==> src/rtl/timer_dev_pkg.sv <==
// Shared definitions for the countdown timer: register offsets, CTRL bit
// positions, MODE encodings and FSM states.
// Build option: define TIMER_PRESCALE_EN to widen CTRL with the PSC field.
package timer_dev_pkg;

   // Word offsets decoded from addr[3:2]
   localparam logic [1:0] TIMER_CTRL   = 2'd0;
   localparam logic [1:0] TIMER_PRESET = 2'd1;
   localparam logic [1:0] TIMER_COUNT  = 2'd2;

   // CTRL bit positions
   localparam int unsigned CTRL_EN      = 0;
   localparam int unsigned CTRL_MODE_LO = 1;
   localparam int unsigned CTRL_MODE_HI = 2;
   localparam int unsigned CTRL_IM      = 3;
   localparam int unsigned CTRL_PSC_LO  = 4;
   localparam int unsigned CTRL_PSC_HI  = 11;

`ifdef TIMER_PRESCALE_EN
   localparam int unsigned CTRL_W = 12;
`else
   localparam int unsigned CTRL_W = 4;
`endif

   // MODE encodings; 2'b1x behaves as one-shot
   typedef enum logic [1:0] {
      MODE_ONESHOT = 2'b00,
      MODE_RELOAD  = 2'b01
   } timer_mode_e;

   // Timer FSM states
   typedef enum logic [1:0] {
      IDLE = 2'd0,
      LOAD = 2'd1,
      CNT  = 2'd2,
      INT  = 2'd3
   } timer_state_e;

endpackage

==> src/rtl/timer_dev_byte_merge.sv <==
// Byte-lane merge of a write into an existing 32-bit word.
module timer_dev_byte_merge (
   input  logic [31:0] old_word,
   input  logic [31:0] wdata,
   input  logic [3:0]  byteen,
   output logic [31:0] merged_c
);

   // Each enabled lane takes wdata, the others keep the old word
   always_comb begin
      merged_c = old_word;
      for (int i = 0; i < 4; i++) begin
         if (byteen[i]) merged_c[8*i +: 8] = wdata[8*i +: 8];
      end
   end

endmodule

==> src/rtl/timer_dev.sv <==
// Memory-mapped countdown timer: CTRL / PRESET / COUNT word registers and a
// registered interrupt request.
// Build option: TIMER_PRESCALE_EN adds a PSC field in CTRL[11:4] and a
// PRESC_W-bit prescaler that slows the COUNT decrement.
module timer_dev #(
   parameter int unsigned PRESC_W = 8
) (
   input  logic        clk,
   input  logic        reset,
   input  logic [31:0] addr,
   input  logic        we,
   input  logic [3:0]  byteen,
   input  logic [31:0] wdata,
   output logic [31:0] rdata,
   output logic        irq
);
   import timer_dev_pkg::*;

   timer_state_e      state_q, state_d;
   logic [CTRL_W-1:0] ctrl_q, ctrl_d;
   logic [31:0]       preset_q, preset_d;
   logic [31:0]       count_q, count_d;
   logic              int_flag_q, int_flag_d;
   logic              irq_d;

   logic [1:0]  sel;
   logic        wr, ctrl_wr, preset_wr;
   logic [31:0] old_word, merged;
   logic        en, auto_reload;
   logic        int_set, int_clr, fsm_clr_en;
   logic        cnt_tick;
   logic        unused_addr;

   assign sel         = addr[3:2];
   assign unused_addr = ^{addr[31:4], addr[1:0]};
   assign wr          = we && (byteen != 4'b0000);
   assign ctrl_wr     = wr && (sel == TIMER_CTRL);
   assign preset_wr   = wr && (sel == TIMER_PRESET);
   assign en          = ctrl_q[CTRL_EN];
   assign auto_reload = (ctrl_q[CTRL_MODE_HI:CTRL_MODE_LO] == MODE_RELOAD);
   assign old_word    = (sel == TIMER_CTRL) ? 32'(ctrl_q) : preset_q;

   timer_dev_byte_merge u_merge (
      .old_word (old_word),
      .wdata    (wdata),
      .byteen   (byteen),
      .merged_c (merged)
   );

   // Zero-latency read mux
   always_comb begin
      rdata = '0;
      case (sel)
         TIMER_CTRL:   rdata = 32'(ctrl_q);
         TIMER_PRESET: rdata = preset_q;
         TIMER_COUNT:  rdata = count_q;
         default:      rdata = '0;
      endcase
   end

`ifdef TIMER_PRESCALE_EN
   logic [PRESC_W-1:0] presc_q, presc_d;

   assign cnt_tick = (presc_q == PRESC_W'(ctrl_q[CTRL_PSC_HI:CTRL_PSC_LO]));

   // Prescaler restarts on LOAD and wraps to 0 each time it permits a decrement
   always_comb begin
      presc_d = presc_q;
      if (state_q == LOAD) begin
         presc_d = '0;
      end else if (state_q == CNT && en && count_q != 32'd0) begin
         presc_d = cnt_tick ? '0 : presc_q + PRESC_W'(1);
      end
   end

   // Prescaler register
   always_ff @(posedge clk or posedge reset) begin
      if (reset) presc_q <= '0;
      else       presc_q <= presc_d;
   end
`else
   logic [PRESC_W-1:0] presc_unused;

   assign presc_unused = '0;
   assign cnt_tick     = 1'b1;
`endif

   // FSM state register
   always_ff @(posedge clk or posedge reset) begin
      if (reset) state_q <= IDLE;
      else       state_q <= state_d;
   end

   // Next state, COUNT update and FSM-side flag/enable requests
   always_comb begin
      state_d    = state_q;
      count_d    = count_q;
      int_set    = 1'b0;
      int_clr    = 1'b0;
      fsm_clr_en = 1'b0;
      case (state_q)
         IDLE: begin
            if (en) state_d = LOAD;
         end
         LOAD: begin
            count_d = preset_q;
            state_d = CNT;
         end
         CNT: begin
            if (!en) begin
               state_d = IDLE;
            end else if (count_q == 32'd0) begin
               state_d = INT;
               int_set = 1'b1;
            end else if (cnt_tick) begin
               count_d = count_q - 32'd1;
            end
         end
         INT: begin
            if (auto_reload) begin
               state_d = LOAD;
               int_clr = 1'b1;
            end else begin
               state_d    = IDLE;
               fsm_clr_en = 1'b1;
            end
         end
         default: state_d = IDLE;
      endcase
   end

   // Register next values; a CPU CTRL write overrides the FSM clearing EN
   always_comb begin
      ctrl_d = ctrl_q;
      if (ctrl_wr)         ctrl_d = merged[CTRL_W-1:0];
      else if (fsm_clr_en) ctrl_d[CTRL_EN] = 1'b0;

      preset_d = preset_q;
      if (preset_wr) preset_d = merged;

      int_flag_d = int_flag_q;
      if (int_set)      int_flag_d = 1'b1;
      else if (ctrl_wr) int_flag_d = 1'b0;
      else if (int_clr) int_flag_d = 1'b0;

      irq_d = int_flag_d & ctrl_d[CTRL_IM];
   end

   // Register file, interrupt flag and irq output
   always_ff @(posedge clk or posedge reset) begin
      if (reset) begin
         ctrl_q     <= '0;
         preset_q   <= '0;
         count_q    <= '0;
         int_flag_q <= 1'b0;
         irq        <= 1'b0;
      end else begin
         ctrl_q     <= ctrl_d;
         preset_q   <= preset_d;
         count_q    <= count_d;
         int_flag_q <= int_flag_d;
         irq        <= irq_d;
      end
   end

endmodule

==> config.mk <==
export PLATFORM = sky130hd
export DESIGN_NAME = timer_dev
export DESIGN_NICKNAME = d
export VERILOG_FILES = /design/src/rtl/timer_dev_pkg.sv /design/src/rtl/timer_dev_byte_merge.sv /design/src/rtl/timer_dev.sv
export SDC_FILE = /design/constraint.sdc
export NUM_CORES = 1
export LEC_CHECK = 0
export CAP_MARGIN = 0
export CORE_MARGIN = 3
export CORE_UTILIZATION = 47
export DETAILED_ROUTE_END_ITERATION = 16
export PLACE_DENSITY = 0.78
export SYNTH_ARGS = -nofsm -noshare
export SYNTH_HDL_FRONTEND = slang
export SYNTH_HIERARCHICAL = 1
export SYNTH_SLANG_ARGS = --single-unit
==> constraint.sdc <==
create_clock -name clk -period 2.34 [get_ports clk]
set_input_delay 0.585 -clock clk [delete_from_list [all_inputs] [get_ports clk]]
set_output_delay 0.585 -clock clk [all_outputs]
set_load 0.01 [all_outputs]
==> flow_summary_export.csv <==
group,metric,value,unit
power,p_per_area,1010,nW/um2
logic_synthesis,syn_nets,552,
critical_path,rrSetupSlack,0.10,ns
critical_path,worstPathMaxFanout,6,
sta,slew_headroom,64.7,%
clock_tree,numCtsBuffers,9,
sta,fin_crit_sh,95.6,%
placement,dp_hpwl,9380,um
sta,worst_pin_slew,0.523,ns
die,boundaryPins,104,
logic_synthesis,ys_warn_count,6,
sta,finalHoldWorstSlack,0.536,ns
clock_tree,clock_latency,0.34,ns
logic_synthesis,synth_seq_cells,72,
critical_path,crit_type,"flop to flop",
die,coreArea,9860,um2
hold_path,whs_path_depth,1,
clock_tree,cts_buffer_depth,2,
route,drt-wirelength-per-cell,18.2,um
logic_synthesis,synth_seq_area_share,37.3,%
placement,routabilityCongestion,0.892,
clock_tree,clock_sinks,72,
critical_path,critPathArrivalTime,2.47,ns
sta,final_max_slew_viol_count,0,
clock_tree,h-tree-depth,3,
grt,grt_pass1_vias,4357,
grt,grt_usage,22.9,%
hold_path,hold_class,"flop to flop",
logic_synthesis,synthesis.area,4830,um2
placement,post-place-ws,-0.516,ns
finish,n_antenna_cell,0,
placement,portBuffers,73,
clock_tree,root_buffer,"clkbuf_8",
logic_synthesis,syn_inst,480,
die,dieWidth,107,um
power,cellLeakagePower,2.67,nW
run,maxCapViolCount,0,
sta,clock.fmax,447,MHz
route,detailedRoute.firstIterationViolations,375,
sta,final-hold-violation-count,0,
run_status,status,"completed",
grt,grt_overflow,0,
die,rows,36,
finish,area_growth,28.4,%
power,p_total,0.00628,W
grt,grt_pass1_wl,21400,um
logic_synthesis,synth-edff-count,0,
logic_synthesis,ys.flop_type,"dfrtp_1",
route,dr.pass1.iters,5,
critical_path,critical_path.startpoint_type,"flop",
sta,rsz0062_at_grt,"false",
critical_path,max_stage_delay,0.55,ns
clock_tree,cts.clk_slew.worst_paths,0.08,ns
finish,drive_gt1_share,28.7,%
critical_path,crit_slowest_cell,"or4_4",
clock_tree,cts_hold_buf,0,
sta,setup_tns,0,ns
grt,grt_max_degree,52,
critical_path,worstPathRequired,2.57,ns
route,via_per_inst,6.10,
logic_synthesis,avgSynthCellArea,10.1,um2
critical_path,crit_chain,"or3_1, or4_4, o41ai_2, nand3_1, a22o_1",
logic_synthesis,ys_types,54,
die,die_area,11500,um2
power,ir_drop,0.474,mV
finish,fin_nets,648,
sta,skew,0.0131,ns
die,start_util,49.0,%
route,route.detailed.drc,0,
clock_tree,cts_tree,"built",
die,die_h,107,um
sta,setup_viol,0,
sta,fin_ws,0.103,ns
route,drtAntennaViolNets,0,
clock_tree,post_cts_buffers,0,
route,num_vias,4358,
critical_path,cp-end-kind,"flop",
critical_path,reg2reg_depth,5,
sta,finalCriticalPeriod,2.24,ns
route,drt-total-wl,13000,um
grt,antenna_found_initial,0,
logic_synthesis,ys_async_sr_fraction,100,%
-- layout make-up --
class,count,area [um2]
Clock buffer,12,135
Timing Repair Buffer,129,1170
Fill cell,806,3660
Sequential cell,72,1800
Clock inverter,4,45.0
Multi-Input combinational cell,358,2870
Inverter,6,26.3
Tap cell,133,166
-- cell usage in the layout, fill, tap and decap left out, drive strengths merged, types with 3 or more instances in the layout --
| cell type | count |
|---|---|
| dfrtp | 72 |
| mux2 | 71 |
| buf | 56 |
| clkdlybuf4s50 | 39 |
| nor2b | 34 |
| dlygate4sd2 | 32 |
| nand2 | 30 |
| a22o | 30 |
| a21oi | 21 |
| o21ai | 16 |
| a31oi | 15 |
| nor4 | 15 |
| o2bb2ai | 13 |
| nand3 | 13 |
| nor2 | 13 |
| clkbuf | 12 |
| nor3 | 10 |
| o211ai | 8 |
| or3 | 8 |
| o41ai | 6 |
| nand2b | 5 |
| inv | 5 |
| a22oi | 5 |
| mux2i | 5 |
| o22ai | 5 |
| o31ai | 4 |
| nand4 | 3 |
| o32ai | 3 |
| or2 | 3 |
| clkinv | 3 |
-- path summary, 6_finish.rpt --
check / startpoint / endpoint
max in group asynchronous: reset / count_q[21]
min in group asynchronous: reset / irq
min reg2reg: count_q[25] / count_q[25]
max: count_q[23] / count_q[30]
max reg2reg: count_q[23] / count_q[30]
min: count_q[25] / count_q[25]
-- state kept, by name, summed over array words and instances (netlist names) --
signal and count:
preset_q 32, int_flag_q 1, irq 1, count_q 32, ctrl_q 4, state_q 2
-- worst max-delay path: cells and delay by family (launching register included) --
family             cells  cell delay (ns)
AOI/OAI and AO/OA      2             0.54
DFF                    1             0.45
and+or+nand+nor        3             1.14
-- repair_timing --
action                                  4_1_cts  5_1_grt
endpoints found under the setup margin       32       19
resized for setup                            41        8
pin swaps                                     0        0
-- cells in the mapped netlist (2+ instances only) --
cell type | n | share of area (%)
nor2_1 | 13 | 1.0
nand3_1 | 13 | 1.3
o31ai_1 | 4 | 0.62
nand2b_1 | 5 | 0.65
buf_2 | 7 | 0.72
dfrtp_1 | 72 | 37
nand2_1 | 30 | 2.3
buf_6 | 5 | 1.2
or2_2 | 3 | 0.39
nor3_1 | 10 | 1.0
a22o_1 | 30 | 5.4
mux2_4 | 32 | 9.9
mux2_2 | 39 | 9.1
nand4b_1 | 2 | 0.36
o41ai_1 | 5 | 0.91
or3_1 | 8 | 1.0
nor2b_1 | 34 | 4.4
a21oi_1 | 21 | 2.2
nor4_2 | 5 | 1.3
nor4_1 | 10 | 1.3
mux2i_1 | 5 | 1.0
o32ai_1 | 3 | 0.54
nor4b_1 | 2 | 0.36
nand4_1 | 3 | 0.39
a31oi_1 | 15 | 1.9
a22oi_1 | 5 | 0.78
inv_1 | 6 | 0.47
buf_1 | 4 | 0.31
o2bb2ai_1 | 13 | 2.4
o22ai_1 | 5 | 0.65
clkbuf_1 | 27 | 2.1
o211ai_1 | 8 | 1.2
o21ai_0 | 15 | 1.6
-- per-layer routing --
| layer | global-route usage, % | up-vias | part of all wire (%) |
|---|---|---|---|
| met5 | 0 | - | 0 |
| met4 | 9.02 | 0 | 1.9 |
| met3 | 3.12 | 24 | 5.8 |
| met2 | 36.9 | 178 | 49 |
| met1 | 31.3 | 2144 | 44 |
| li1 | - | 2012 | - |
-- kinds of logic after synthesis --
logic type               share of synthesized area [%]
AO/OA/AOI/OAI                                     20.1
adder cells (fa/ha/maj)                          0.259
buffers and inverters                             4.87
flip-flops                                        37.3
multiplexers                                      20.1
AND/OR/NAND/NOR                                   17.4
-- report_power, final --
group | leakage [nW] | total, W | switching (W) | internal (W)
clock network | 0.0941 | 0.000941 | 0.000452 | 0.000489
logic | 1.69 | 0.00310 | 0.00154 | 0.00156
registers | 0.886 | 0.00224 | 0.000512 | 0.00173
total | 2.67 | 0.00628 | 0.00250 | 0.00377
-- metrics by stage --
step	area, um2	utilization [%]	std cells
after floorplan	4840	-	480
after detailed placement	6000	60.9	698
after global routing	6210	62.9	714
after global placement	6000	60.9	698
after CTS	6160	62.5	714
final	6210	62.9	714
No activity file was read; power rests on OpenSTA's default activity.
